[config.mk]
export PLATFORM = sky130hd
export DESIGN_NAME = pipelined_subtractor
export DESIGN_NICKNAME = d
export VERILOG_FILES = /design/src/rtl/pipelined_subtractor.sv
export SDC_FILE = /design/constraint.sdc
export NUM_CORES = 1
export LEC_CHECK = 0
export ABC_AREA = 1
export CAP_MARGIN = 20
export CORE_MARGIN = 5
export CORE_UTILIZATION = 30
export DETAILED_ROUTE_END_ITERATION = 6
export PLACE_DENSITY = 0.5
export SETUP_SLACK_MARGIN = 0.3
export SYNTH_ARGS = -nofsm -noshare
export SYNTH_HDL_FRONTEND = slang
export SYNTH_SLANG_ARGS = --single-unit
[constraint.sdc]
create_clock -name clk -period 1.8 [get_ports clk]
set_clock_uncertainty 0.1 [all_clocks]
set_input_delay 0.36 -clock clk [delete_from_list [all_inputs] [get_ports clk]]
set_output_delay 0.36 -clock clk [all_outputs]
set_load 0.01 [all_outputs]
[src/rtl/pipelined_subtractor.sv]
// pipelined_subtractor: LANES x WIDTH-bit a - b with per-lane borrow / signed-overflow flags.
// Latency: a beat presented in cycle N is on the outputs in cycle N+STAGES (STAGES register stages).
// Backpressure: bubble-collapsing valid/ready; with out_ready low, STAGES beats fill before in_ready drops.
// Optional macro SUB_SATURATE_EN: clamp out_diff on signed overflow (in_signed=1) or borrow (in_signed=0).
module pipelined_subtractor #(
  parameter int WIDTH  = 12,
  parameter int LANES  = 4,
  parameter int STAGES = 2
) (
  input  logic                   clk,
  input  logic                   rst_n,
  input  logic                   in_valid,
  output logic                   in_ready,
  input  logic [LANES*WIDTH-1:0] in_a,
  input  logic [LANES*WIDTH-1:0] in_b,
  input  logic                   in_signed,
  output logic                   out_valid,
  input  logic                   out_ready,
  output logic [LANES*WIDTH-1:0] out_diff,
  output logic [LANES-1:0]       out_borrow,
  output logic [LANES-1:0]       out_ovf
);

  // Stage payload: {diff, borrow, ovf}. All arithmetic is resolved before stage 0,
  // so the later stages are pure storage and the outputs come straight from flops.
  localparam int DW = LANES*WIDTH + 2*LANES;

  logic [STAGES-1:0] vld_q;
  logic [STAGES-1:0] vld_d;
  logic [DW-1:0]     dat_q [STAGES];
  logic [DW-1:0]     dat_d [STAGES];
  logic [STAGES-1:0] adv;

  logic [LANES*WIDTH-1:0] res_diff;
  logic [LANES-1:0]       res_borrow;
  logic [LANES-1:0]       res_ovf;

`ifndef SUB_SATURATE_EN
  // Beat mode only steers saturation; in the wrapping build it is ignored.
  logic unused_in_signed;
  assign unused_in_signed = in_signed;
`endif

  // Per-lane a + ~b + 1 with carry-out, raw flags, and optional clamp of the data.
  always_comb begin
    logic [WIDTH-1:0] a_l;
    logic [WIDTH-1:0] b_l;
    logic [WIDTH:0]   sum;
    logic             brw;
    logic             ovf;
    res_diff   = '0;
    res_borrow = '0;
    res_ovf    = '0;
    for (int i = 0; i < LANES; i++) begin
      a_l = in_a[i*WIDTH +: WIDTH];
      b_l = in_b[i*WIDTH +: WIDTH];
      sum = {1'b0, a_l} + {1'b0, ~b_l} + {{WIDTH{1'b0}}, 1'b1};
      brw = ~sum[WIDTH];
      ovf = (a_l[WIDTH-1] != b_l[WIDTH-1]) && (sum[WIDTH-1] != a_l[WIDTH-1]);
      res_diff[i*WIDTH +: WIDTH] = sum[WIDTH-1:0];
`ifdef SUB_SATURATE_EN
      if (in_signed && ovf) begin
        // Overflow direction follows the sign of a: positive a saturates high.
        res_diff[i*WIDTH +: WIDTH] = a_l[WIDTH-1] ? {1'b1, {(WIDTH-1){1'b0}}}
                                                  : {1'b0, {(WIDTH-1){1'b1}}};
      end else if (!in_signed && brw) begin
        res_diff[i*WIDTH +: WIDTH] = '0;
      end
`endif
      res_borrow[i] = brw;
      res_ovf[i]    = ovf;
    end
  end

  // Stage k moves when any stage at or after k is empty, or the sink takes a beat.
  always_comb begin
    logic any_empty;
    any_empty = 1'b0;
    adv       = '0;
    for (int k = STAGES-1; k >= 0; k--) begin
      any_empty = any_empty | ~vld_q[k];
      adv[k]    = any_empty | out_ready;
    end
  end

  assign in_ready = rst_n & adv[0];

  // Next state of each stage: load from upstream when advancing, otherwise hold.
  always_comb begin
    vld_d = vld_q;
    for (int k = 0; k < STAGES; k++) begin
      dat_d[k] = dat_q[k];
    end
    if (adv[0]) begin
      vld_d[0] = in_valid;
      dat_d[0] = {res_diff, res_borrow, res_ovf};
    end
    for (int k = 1; k < STAGES; k++) begin
      if (adv[k]) begin
        vld_d[k] = vld_q[k-1];
        dat_d[k] = dat_q[k-1];
      end
    end
  end

  // Pipeline registers; reset empties every stage and zeroes the payload.
  always_ff @(posedge clk or negedge rst_n) begin
    if (!rst_n) begin
      vld_q <= '0;
      for (int k = 0; k < STAGES; k++) begin
        dat_q[k] <= '0;
      end
    end else begin
      vld_q <= vld_d;
      for (int k = 0; k < STAGES; k++) begin
        dat_q[k] <= dat_d[k];
      end
    end
  end

  assign out_valid = vld_q[STAGES-1];
  assign {out_diff, out_borrow, out_ovf} = dat_q[STAGES-1];

endmodule

Yosys cells after proc, flatten, opt, wreduce, memory -nomap -nowiden
Index checks and enable logic that the tools add are counted.
Word-level totals
  output and inout bits: 58
  input port bits: 101
  logic and storage cells: 38
  register bits: 114
  memory bits (writable): 0
  bits in read-only memories: 0
  memories: 0
  latch bits: 0
Cells by class
  shifts and indexed selects: 0
  eq/ne operators: 8
  divide/modulo/power cells: 0
  add/sub/neg operators: 8
  reduce and logical (&&, ||, !) cells: 4
  magnitude comparators: 0
  muxes and demuxes: 0
  bitwise logic cells: 14
  multiply operators: 0
Operators by type and width (count)
  $add A12 B12 Y13: 4
  $add A13 B1 Y13 const B: 4
  $not A12 Y12: 4
  $ne A1 B1 Y1: 8
  $not A1 Y1: 6
  $logic_and A1 B1 Y1: 4
  $or A1 B1 Y1: 3
  $and A1 B1 Y1: 1

Depth between registers and ports, before layout
  word-level depth: 5
  depth in mapped cells: 12
  mapped depth without buffers: 12

Worst setup path before layout
Ideal clock, no wire load.
  kind: input to register
  from: input in_a[36]
  to: register dat_q[108] in the netlist's numbering
  slack: 0.056 ns
  buffers on the path: 0
  arrival: 1.526 ns
  setup time: 0.117 ns
  stages on the path: 11
  required time: 1.583 ns
  cells stage by stage: inv_1 ha_1 fa_1 inv_1 nand3_1 nand3_1 nand2_1 nand3_1 nand2_1 nor2_1 nor2_1
Between the ends
  word-level cells in the longest chain between the ends: 2
RTL lines
  from (decl): RTL line 14  | input logic [LANES*WIDTH-1:0] in_a,
  $add A12 B12 Y13: RTL line 57  | sum = {1'b0, a_l} + {1'b0, ~b_l} + {{WIDTH{1'b0}}, 1'b1};
  $add A13 B1 Y13: RTL line 57
  to (signal, indexed assignment): RTL line 116  | dat_q[k] <= dat_d[k];
  to (decl): RTL line 30  | logic [DW-1:0] dat_q [STAGES];
Every way passes these cells.
A chain may end at the register's enable or synchronous reset.

Worst setup path in the final report
  from: input out_ready
  to: output in_ready
Between the ends
  word-level cells in the longest chain between the ends: 2
RTL lines
  from (decl): RTL line 18  | input logic out_ready,
  $or A1 B1 Y1: RTL line 82  | adv[k] = any_empty | out_ready;
  $and A1 B1 Y1: RTL line 86  | assign in_ready = rst_n & adv[0];
  to (decl): RTL line 13  | output logic in_ready,
Every way passes these cells.

==> results.md <==
- Worst setup SP type: primary input
- Crit path max fanout: 2
- Detailed Routing Iterations Pass 1: 6
- Die Ht: 167.7 µm
- Metal2 WL: 9731 µm
- Top cells by area, synth: dfrtp_1 38%, nand2_1 19%, inv_1 8.4%
- # rows: 57
- Yosys top cell area share: 38.26%
- EDFF count, synth: 0
- Drc violations: 0
- First-pass GRT wire length: 34,260 µm
- Worst hold path class: primary input to async pin
- WHS: -0.07981 ns
- Post-synthesis cell type with the largest combined area: dfrtp_1
- Mapped Nets: 1,207
- Fraction of final layout cells sized beyond drive strength 1: 35.33%
- Post-layout min period: 1.668 ns
- CP max stage cell: clkdlybuf4s50_1
- Clock Latency Late Sink: 0.41 ns
- Vias: 7,000
- Worst setup path class: primary input to primary output
- Met1 WL: 11,100 µm
- Register bit total from synthesis: 114
- Clock sinks: 114
- Starting DRT DRC Count: 292
- Core ar.: 24,390 µm²
- Top cells by count, synth: 380 x nand2_1, 166 x inv_1, 114 x dfrtp_1, 70 x nand3_1, 66 x nor2_1
- I/O pin total: 159
- Hpwl dp: 14,910 µm
- Max Cap Violations: 0
- Achievable clock frequency: 599.5 MHz
- Nets: 1,428
- Most frequent CP cell: nor2_4
- Post-synth top flop: dfrtp_1
- Grt ovf: 0
- Worst slew pin tran: 0.7162 ns
- Setup WS pre-CTS: -0.5050 ns
- Post-synthesis sequential area ratio: 38.26%
- # diodes: 0
- Post-Syn Area per Cell: 7.075 µm²
- H-Tree Depth: 4
- Post-route setup slack: 0.1319 ns
- Ys async rst share: 100.0%
- CP Capture Type: primary output
- Max stage delay on crit path: 0.44 ns
- Syn Inst Count: 1,054
- RSZ-0062 raised after global routing: true
- Slew Limit Fails: 0
- Fin. Hold Viols: 41
- Initial antenna violation count: 0
- Vias in the first global route: 7,031
- Routed length per instance: 13.62 µm
- Via density: 4.342
- Deepest clock path buffer count: 2
- Top delay family on crit path: buffers and inverters
- CTS root buffer: clkbuf_16
- Initial core utilization: 30.57%
- Rel. slew slack: 52.25%
- Antenna Violating Nets Remaining: 0
- WP data arrival: 1.21 ns
- Routed wire length: 21,950 µm
- Status: finished, violations left
- Post-CTS Hold Buffers: 0
- Post-Route Setup TNS: 0 ns
- Port Buffers: 157
- Largest net degree at the start of global routing: 115
- CTS tree: yes
- Cell with the most instances after synthesis: nand2_1
- Final setup viols: 0
- Leak Pwr: 6.110 nW
- PwrDens: 870.9 nW/µm²
- Crit share post-route: 92.67%
- CP bufs+invs: 3
- Critical Path RT: 1.34 ns
- Synth cell types: 24
- Yosys warnings: 0
- CP Cell Sequence: clkdlybuf4s50_1 -> nor2_4 -> nand2_2 -> inv_2 -> nor2_4 -> buf_6
- CTS Buf Count: 17
- Top Metal Used: met4
- Synthesis-to-layout area growth: 54.48%
- Post-Synthesis Cell Area: 7457 µm²
- Worst vdd ir: 0.4239 mV
- Clock-pin slew on the worst setup and hold paths: 0.05 ns
- GRT Overall Usage: 14.78%
- Die footprint: 28,110 µm²
- GPL Wtd Cong: 0.8611
- Width of the die: 167.7 µm
- Metal3 WL: 926 µm
- Failing checks: hold timing
## kinds of logic (layout without fill, tap and decap cells)
family / Yosys count / count (layout) / share of synthesized area, %
adders and majority gates: 52 / 52 / 9.128
xor gates and xnor gates: 12 / 12 / 1.409
DFF: 114 / 114 / 38.26
buffers and inverters: 247 / 481 / 15.77
and+or+nand+nor: 539 / 539 / 29.23
AOI/OAI and AO/OA: 90 / 90 / 6.208
## report_power, final
part,internal [mW],switching (mW)
Clock,2.30,1.25
Sequential,3.08,0.272
Combinational,1.45,1.68
## what timing repair did
item | 4_1_cts | 5_1_grt
endpoints found under the setup margin | 110 | 74
endpoints found under the hold margin | 0 | 0
setup buffers | 24 | 11
pin swaps | 101 | 40
cloned | 0 | 7
resized for setup | 474 | 113
## area by class of cell
type / count / area [µm²]
multi-input cells: 693 / 4632
inverters: 167 / 659.4
fillers: 2519 / 12870
repair buffers: 282 / 2349
well taps: 324 / 405.4
clock inverters: 11 / 151.4
flip-flops and latches: 114 / 2853
clock buffers: 21 / 470.5
## per-layer routing
metal / global-route usage (%) / vias up
met5: 0 / -
met4: 3.881 / 0
met3: 3.583 / 15
met2: 23.56 / 122
met1: 20.19 / 3216
li1: - / 3647
## placed cells by master, fill, tap and decap left out, types with 22 or more instances in the layout
cell type and count:
nand3_2 33, nand2_1 325, dfrtp_1 114, a21oi_1 22, nor2_1 42, nand3_1 34
buf_4 106, dlygate4sd2_1 62, inv_2 45, ha_4 41, o21ai_0 33, nand2_2 38
inv_1 117, clkbuf_16 22, buf_2 46
## per-stage QoR
step / power (mW) / instances / instance area [µm²] / utilization, % / hold slack (ns)
finish: 10.03 / 1612 / 11520 / 47.23 / -0.07981
CTS: 10.04 / 1594 / 11190 / 45.89 / 0.01872
global placement: 6.239 / 1538 / 9809 / 40.22 / 0.3508
global route: 10.69 / 1612 / 11520 / 47.23 / -0.0003099
floorplan: 5.120 / 1054 / 7736 / - / -0.03559
detailed placement: 6.258 / 1538 / 9809 / 40.22 / 0.3562
## sequential cells by signal, indices dropped and copies added, names as in the netlist
| name | flops |
|---|---|
| dat_q | 56 |
| out_diff | 48 |
| out_borrow | 4 |
| out_ovf | 4 |
| vld_q | 2 |
## final timing paths
kind,startpoint,end,slack (ns),cells after the start
min reg2reg,dat_q[88],out_diff[24],0.36,2
max in group asynchronous,rst_n,dat_q[103],1.08,2
min,rst_n,out_diff[26],-0.08,2
max reg2reg,vld_q[1],dat_q[99],0.28,11
max,out_ready,in_ready,0.13,6
min in group clk,in_b[24],dat_q[88],0.19,3
(Power assumes the default switching activity.)
